<file path="src/rtl/lru_tree.sv">
// Tree pseudo-LRU replacement tracker with invalid-way preference and a multi-cycle flush sweep.
// Optional read-after-write forwarding is enabled by defining LRU_TREE_BYPASS_EN.
module lru_tree #(
    parameter int ENTRIES    = 256,
    parameter int INDEX_BITS = 8,
    parameter int WAYS       = 4
) (
    input  logic                        clk,
    input  logic                        rst_n,
    input  logic [INDEX_BITS-1:0]       line_selector,
    input  logic [WAYS-1:0]             valid_mask,
    output logic [$clog2(WAYS)-1:0]     lru_way,
    input  logic                        lru_update,
    input  logic [INDEX_BITS-1:0]       update_line,
    input  logic [$clog2(WAYS)-1:0]     referenced_way,
    input  logic                        flush_req,
    output logic                        flush_busy
);

    localparam int WAY_BITS = $clog2(WAYS);
    localparam int NODES    = WAYS - 1;
    localparam int IDX_W    = (ENTRIES > 1) ? $clog2(ENTRIES) : 1;
    localparam logic [INDEX_BITS:0] ENTRIES_W = (INDEX_BITS + 1)'(ENTRIES);
    localparam logic [IDX_W-1:0]    LAST_SET  = IDX_W'(ENTRIES - 1);

    typedef enum logic {
        IDLE,
        SWEEP
    } state_t;

    state_t                state_q, state_d;
    logic [IDX_W-1:0]      cnt_q, cnt_d;
    logic [NODES-1:0]      tree_q [ENTRIES];

    logic                  rd_in_range, up_in_range, upd_en;
    logic [IDX_W-1:0]      rd_idx, up_idx;
    logic [NODES-1:0]      upd_bits, rd_bits;
    logic                  wr_en;
    logic [IDX_W-1:0]      wr_idx;
    logic [NODES-1:0]      wr_data;

    // Point every node on the path to 'way' away from it; off-path nodes keep their value.
    function automatic logic [NODES-1:0] touch(input logic [NODES-1:0] bits,
                                               input logic [WAY_BITS-1:0] way);
        logic [NODES-1:0]    nb;
        logic [WAY_BITS-1:0] w;
        logic [WAY_BITS-1:0] node;
        logic                b;
        nb   = bits;
        w    = way;
        node = '0;
        for (int l = 0; l < WAY_BITS; l++) begin
            b        = w[WAY_BITS-1];
            nb[node] = ~b;
            node     = (node << 1) + WAY_BITS'(1) + WAY_BITS'(b);
            w        = w << 1;
        end
        return nb;
    endfunction

    function automatic logic [WAY_BITS-1:0] walk(input logic [NODES-1:0] bits);
        logic [WAY_BITS-1:0] v;
        logic [WAY_BITS-1:0] node;
        logic                b;
        v    = '0;
        node = '0;
        for (int l = 0; l < WAY_BITS; l++) begin
            b    = bits[node];
            v    = (v << 1) | WAY_BITS'(b);
            node = (node << 1) + WAY_BITS'(1) + WAY_BITS'(b);
        end
        return v;
    endfunction

    function automatic logic [WAY_BITS-1:0] first_invalid(input logic [WAYS-1:0] mask);
        logic [WAYS-1:0]     m;
        logic [WAY_BITS-1:0] v;
        logic                found;
        m     = mask;
        v     = '0;
        found = 1'b0;
        for (int i = 0; i < WAYS; i++) begin
            if (!found && !m[0]) begin
                found = 1'b1;
                v     = WAY_BITS'(i);
            end
            m = m >> 1;
        end
        return v;
    endfunction

    assign rd_in_range = {1'b0, line_selector} < ENTRIES_W;
    assign up_in_range = {1'b0, update_line} < ENTRIES_W;
    assign rd_idx      = line_selector[IDX_W-1:0];
    assign up_idx      = update_line[IDX_W-1:0];
    // A flush request wins over a same-cycle update, which is dropped.
    assign upd_en      = lru_update && (state_q == IDLE) && !flush_req && up_in_range;
    assign upd_bits    = up_in_range ? touch(tree_q[up_idx], referenced_way) : '0;
    assign flush_busy  = (state_q == SWEEP);

    always_comb begin
        state_d = state_q;
        cnt_d   = cnt_q;
        case (state_q)
            IDLE: begin
                if (flush_req) begin
                    state_d = SWEEP;
                    cnt_d   = '0;
                end
            end
            SWEEP: begin
                if (cnt_q == LAST_SET) begin
                    state_d = IDLE;
                    cnt_d   = '0;
                end else begin
                    cnt_d = cnt_q + IDX_W'(1);
                end
            end
            default: begin
                state_d = IDLE;
                cnt_d   = '0;
            end
        endcase
    end

    always_comb begin
        wr_en   = 1'b0;
        wr_idx  = up_idx;
        wr_data = upd_bits;
        if (state_q == SWEEP) begin
            wr_en   = 1'b1;
            wr_idx  = cnt_q;
            wr_data = '0;
        end else if (upd_en) begin
            wr_en = 1'b1;
        end
    end

    // During a sweep the stored bits are half-cleared, so reads see an all-zero tree.
    always_comb begin
        rd_bits = '0;
        if (rd_in_range && (state_q == IDLE)) begin
            rd_bits = tree_q[rd_idx];
        end
`ifdef LRU_TREE_BYPASS_EN
        if (upd_en && (update_line == line_selector)) begin
            rd_bits = upd_bits;
        end
`endif
        lru_way = '0;
        if (rd_in_range) begin
            if (!(&valid_mask)) begin
                lru_way = first_invalid(valid_mask);
            end else begin
                lru_way = walk(rd_bits);
            end
        end
    end

    always_ff @(posedge clk or negedge rst_n) begin
        if (!rst_n) begin
            state_q <= IDLE;
            cnt_q   <= '0;
        end else begin
            state_q <= state_d;
            cnt_q   <= cnt_d;
        end
    end

    always_ff @(posedge clk or negedge rst_n) begin
        if (!rst_n) begin
            for (int i = 0; i < ENTRIES; i++) begin
                tree_q[i] <= '0;
            end
        end else if (wr_en) begin
            tree_q[wr_idx] <= wr_data;
        end
    end

endmodule

</file>
<file path="config.mk">
export PLATFORM = sky130hd
export DESIGN_NAME = lru_tree
export DESIGN_NICKNAME = d
export VERILOG_FILES = /design/src/rtl/lru_tree.sv
export SDC_FILE = /design/constraint.sdc
export NUM_CORES = 2
export LEC_CHECK = 0
export BUFFER_PORTS_ARGS = -buffer_cell sky130_fd_sc_hd__buf_2
export CORE_MARGIN = 5
export CORE_UTILIZATION = 44
export CTS_CLUSTER_DIAMETER = 100
export CTS_CLUSTER_SIZE = 30
export DETAILED_ROUTE_END_ITERATION = 10
export HOLD_SLACK_MARGIN = 0.15
export PLACE_DENSITY = 0.63
export SLEW_MARGIN = 20
export SYNTH_ARGS = -nofsm -noshare
export SYNTH_HDL_FRONTEND = slang
export SYNTH_SLANG_ARGS = --single-unit
export TNS_END_PERCENT = 50
</file>
<file path="constraint.sdc">
create_clock -name clk -period 2.85 [get_ports clk]
set_input_delay 0.285 -clock clk [delete_from_list [all_inputs] [get_ports clk]]
set_output_delay 0.285 -clock clk [all_outputs]
set_load 0.03 [all_outputs]
</file>
Word level (Yosys, flattened, before mapping)
Index checks and enable logic that the tools add are counted.
{"block": "totals", "latchBits": 0, "n_memories": 0, "mem_bits_ro": 0, "register_bits": 777, "ramBits": 0}
{"block": "classes", "addsub": 3, "eq_ne": 2, "bitwise": 7, "n_div": 0, "muxes": 35, "n_shift": 0, "order_cmp": 7, "reduce_logical": 15, "n_mul": 0}
{"cell": "$bwmux 768", "n": 1}
{"cell": "$bmux 3 s8", "n": 2}
{"cell": "$ge 9x9->1 const B", "n": 3}
{"cell": "$not 8->9", "n": 3}
{"cell": "$demux 3 s8", "n": 1}
{"cell": "$mux 8", "n": 3}
{"cell": "$mux 3", "n": 7}
{"cell": "$pmux 8 s2", "n": 1}
{"cell": "$mux 1", "n": 13}
{"cell": "$lt 9x1->1 const B", "n": 1}
{"cell": "$add 8x1->8 const B", "n": 1}
{"cell": "$eq 8x8->1 const B", "n": 1}
{"cell": "$logic_and 1x1->1", "n": 7}
{"cell": "$logic_not 1->1", "n": 7}
{"cell": "$lt 2x3->1 const B", "n": 2}
{"cell": "$mux 2", "n": 3}
{"cell": "$add 1x1->2 const A", "n": 2}
{"cell": "$reduce_and 4->1", "n": 1}
{"cell": "$bwmux 3", "n": 1}
{"cell": "$not 1->1", "n": 3}
{"cell": "$bmux 1 s2", "n": 1}
{"cell": "$demux 1 s2", "n": 1}
{"cell": "$ge 2x1->1 const B", "n": 1}
{"cell": "$ne 2x2->1 const B", "n": 1}
{"cell": "2 further kinds", "n": 2}

Depth between registers and ports, before layout
{"block": "logic_depth", "depth_word": 14, "ltp_mapped": 15, "depth_no_buf": 8}

Least setup slack after synthesis
No wires, ideal clock.
{"block": "synth_path", "kind": "input port to output port", "startpoint": "input port line_selector[0]", "endpoint": "output port lru_way[0]", "stages": 12, "t_required_ps": 2565, "path_slack_ps": -810, "n_path_buf": 4, "arrival_time_ps": 3375, "path_cell_list": "buf_4 > buf_4 > buf_2 > buf_2 > mux2i_1 > o22ai_1 > a211oi_1 > nor4_1 > nand2_1 > nor4_1 > mux2i_1 > o311ai_0"}
{"block": "synth_via", "elab_chain_len": 10}
{"element": "start, declared", "line_no": "10", "text": "input logic [INDEX_BITS-1:0] line_selector,"}
{"element": "$not 8->9 (not written as such) (*)", "line_no": "143", "text": "rd_bits = tree_q[rd_idx];"}
{"element": "$bmux 3 s8 (*)", "line_no": "143"}
{"element": "$mux 3 (not written as such) (*) (2 in series)", "line_no": "143"}
{"element": "$mux 3 (*)", "line_no": "142", "text": "if (rd_in_range && (state_q == IDLE)) begin"}
{"element": "$add 1x1->2", "line_no": "70", "text": "node = (node << 1) + WAY_BITS'(1) + WAY_BITS'(b);"}
{"element": "$bmux 1 s2 (*)", "line_no": "68", "text": "b = bits[node];"}
{"element": "$mux 1 (not written as such) (*)", "line_no": "68"}
{"element": "$or 2x1->2 (*)", "line_no": "69", "text": "v = (v << 1) | WAY_BITS'(b);"}
{"element": "$mux 2 (*)", "line_no": "152", "text": "if (!(&valid_mask)) begin"}
{"element": "end, declared", "line_no": "12", "text": "output logic [$clog2(WAYS)-1:0] lru_way,"}
Every way passes the cells marked *; elsewhere a longest branch is shown, timed or not. The select of a mux whose other input is x is not followed.

Worst setup path after layout
{"block": "layout_path", "startpoint": "register tree_q[588] (netlist bit)", "endpoint": "output port lru_way[1]"}
{"block": "layout_via", "elab_chain_len": 6}
{"element": "start, declared", "line_no": "33", "text": "logic [NODES-1:0] tree_q [ENTRIES];"}
{"element": "start signal, assigned by index", "line_no": "176", "text": "tree_q[wr_idx] <= wr_data;"}
{"element": "$bmux 3 s8", "line_no": "143"}
{"element": "$mux 3 (not written as such) (2 in series)", "line_no": "143"}
{"element": "$mux 3", "line_no": "142"}
{"element": "$or 2x1->2", "line_no": "69"}
{"element": "$mux 2", "line_no": "152"}
Every way passes these cells. The select of a mux whose other input is x is not followed.

==> summary.txt <==
Run status
  – Outcome: finished with violations
  – Failing checks: negative setup slack

Floorplanning
  – Horiz. Die Dim: 312 um
  – IO Count: 29
  – Die area: 97,300 um^2
  – Starting Density: 44.4%
  – Core box area: 90,300 um^2
  – FP Rows: 110
  – Die height: 312 um

Timing
  – RSZ-0062 raised after global routing: true
  – Fin Hold WS: 0.153 ns
  – Worst Tran Pin Value: 1.12 ns
  – Hold Vio Cnt, Final: 0
  – Clk_skew: 0.0416 ns
  – Final Critical Period: 3.45 ns
  – Final WS setup: -0.603 ns
  – Relative slew slack: 24.6%
  – Crit share post-route: 121%
  – Achievable frequency: 290 MHz
  – Final setup fails: 327
  – Slew Limit Fails: 0

Worst hold path
  – Hold Crit Class: in2async

GRT
  – Initial antenna violation count: 5
  – Global-route wire length before repair: 211 mm
  – GR Util All Layers: 28.7%
  – Vias in the first global route: 31.6k
  – Pin count of the biggest net entering global routing: 202
  – Remaining Overflow, GRT: 0

Power
  – Switch share: 32.2%
  – Max IR drop VDD: 0.352 mV
  – Combinational share of power: 24.3%
  – Tot Pwr: 0.0242 W
  – Psw: 0.00780 W
  – Internal power: 0.0164 W
  – Sequential Power Share: 48.8%
  – Clock power share: 26.9%
  – Pwr Density: 487 nW/um^2
  – Leakage: 22.1 nW

Yosys
  – Post-synth top area share: 48.5%
  – Adder-Cell Fraction of Synth Area: 0.0312%
  – Syn Std Cell Area: 40,100 um^2
  – Fraction of registers with async set/reset: 100%
  – EDFF count, synth: 0
  – Synth Area per Inst: 11.5 um^2
  – Post-Syn Nets: 3,526
  – Synth Area in Simple Gates: 10.3%
  – Post-synthesis sequential area ratio: 48.5%
  – Main synth FF type: dfrtp_1
  – Compound-Gate Fraction of Synth Area: 9.94%
  – Synth cell types: 62
  – Most frequent cell after synthesis: dfrtp_1
  – Synthesized-area fraction occupied by xor and xnor cells: 0.0655%
  – Synth top cells by count: dfrtp_1, nand2_1, o21ai_0, mux2_2, mux4_2
  – Area contributors post-synth: dfrtp_1, mux4_2, mux2_2
  – #FFs+latches synth: 777
  – Synth Warn #: 0
  – Largest family of logic cells by synthesized area: multiplexers
  – Leading area contributor after synthesis: dfrtp_1
  – Mapped Cells: 3,499
  – Proportion of synthesized area in mux cells: 28.2%

Critical path
  – Crit path DAT: 3.17 ns
  – Buf+Inv Stages, Crit Path: 3
  – Required time of the worst setup path: 2.57 ns
  – CP endpoint kind: primary output
  – CP max stage cell: mux4_2
  – CP peak stage delay: 0.53 ns
  – Critical Path Source Type: register
  – Kind of critical path: reg2out
  – Crit-path cells: mux4_2 -> o21a_1 -> a211oi_2 -> buf_4 -> nor4_2 -> nand3_1 -> nor3_4 -> buf_6 -> mux2_4 -> a32o_1 -> buf_6
  – Critical path fanouts, max: 2
  – CP dominant cell by count: buf_6
  – CP delay by family, top: multiplexers

Detailed routing
  – Via count: 32.4k
  – Final wirelength: 146 mm
  – WL/cell: 28.1 um
  – DRT antenna net count: 0
  – 1st-iter DRT viols: 3,686
  – Initial DRT Pass Iterations: 5
  – Number of vias per cell: 6.25
  – # DRC: 0

Finish
  – Area Growth Syn to Fin: 24.1%
  – Fin nets: 4,020
  – Non-filler cells, final: 5,186
  – Share of cells above drive strength 1: 37.9%
  – Fill cells: 7,524

Clock tree
  – CTS tree: built
  – Worst-Skew Late Latency: 0.63 ns
  – H-Tree Depth: 2
  – Clock transition at path regs: 0.11 ns
  – CTS root buf: clkbuf_16
  – Clk buf depth: 3
  – Num Clock Sinks: 777
  – TritonCTS Buffers: 34

Placement
  – IO buf count: 28
  – Detailed placement HPWL: 100 mm
  – Routability cong.: 0.977
  – Cell count after placement: 5,065

Run
  – Max-Cap Viols: 0
-- placed cells by master, fill, tap and decap left out, drive strengths merged, types with 3 or more instances in the layout --
master / count
dfrtp: 777
buf: 681
nand2: 652
o21ai: 402
mux2: 324
mux4: 265
nor2: 210
mux2i: 167
a21oi: 113
nor3: 61
clkbuf: 54
o221ai: 54
o22ai: 39
a22oi: 21
nor4: 21
inv: 19
a211oi: 17
nand3: 13
nand2b: 11
and3: 8
nand4: 7
nor2b: 6
and2: 6
o211ai: 5
a31oi: 5
nor3b: 4
o21a: 4
bufinv: 4
a21o: 4
a32oi: 4
a2111oi: 4
or3: 3
a22o: 3
o31ai: 3
nor4b: 3
o41ai: 3
clkinv: 3
-- power by group through the flow --
stage	sequential (W)	combinational (W)	clock, W
floorplan	0.0119	0.00239	0
global placement	0.0120	0.00542	0
detailed placement	0.0120	0.00546	0
CTS	0.0118	0.00558	0.00657
global route	0.0119	0.00607	0.00696
finish	0.0118	0.00588	0.00652
-- timing repair --
item                                   in CTS  in global routing
endpoints found under the hold margin     340                  0
cloned                                     24                 20
pin swaps                                  24                 44
buffers inserted                           23                 13
resized for setup                         112                287
setup endpoints to repair                 320                479
hold buffers                                2                  0
-- path summary, 6_finish.rpt --
check | depth (start not counted) | slack [ns] | to | from
worst min register to register | 2 | 0.49 | tree_q[231] | tree_q[231]
worst max-delay path | 11 | -0.60 | lru_way[1] | tree_q[588]
worst max register to register | 11 | -0.38 | tree_q[511] | tree_q[385]
min in group clk | 2 | 0.49 | tree_q[231] | tree_q[231]
worst min-delay path | 2 | 0.15 | tree_q[236] | rst_n
max in group asynchronous | 3 | 1.62 | tree_q[502] | rst_n
-- per-stage QoR --
stage / setup TNS [ns] / area [um^2] / utilization (%) / setup WS [ns]
after global routing: -91.25 / 49800 / 55.1 / -0.649
after CTS: -50.16 / 48700 / 54.0 / -0.590
final: -65.42 / 49800 / 55.1 / -0.603
after detailed placement: -238.62 / 46300 / 51.3 / -1.16
after global placement: -234.79 / 46300 / 51.3 / -1.17
after floorplan: -25.60 / 40200 / - / -0.0959
-- routing by layer --
layer  up-vias  wire length [um]  GRT usage, %
met4         4              7280          11.6
met1     16500             58500          40.9
li1      13800                 -             -
met3       339             15900          6.33
met2      1768             64300          43.1
met5         -                21             0
-- sequential cells by signal, summed over array words and instances, names as in the netlist --
name and cells:
tree_q 768, flush_busy 1, cnt_q 8
-- cells by family (layout without fill, tap and decap cells) --
family	count (synthesis)	in the layout
simple gates	1011	1014
fa+ha+maj	1	1
mux	756	756
xor+xnor	3	3
other cells	0	2
buf+inv	257	763
compound gates	694	694
flops	777	777
-- cell type report --
| cell class | count | area [um^2] | area share [%] |
|---|---|---|---|
| multi-input combinational | 2468 | 20500 | 41.3 |
| sequential | 777 | 19400 | 39.1 |
| timing repair buffer | 699 | 7140 | 14.3 |
| tap | 1176 | 1470 | 2.96 |
| clock buffer | 38 | 887 | 1.78 |
| clock inverter | 13 | 221 | 0.445 |
| inverter | 13 | 48.8 | 0.0981 |
| antenna | 2 | 5.00 | 0.0101 |
(Power assumes the default switching activity.)
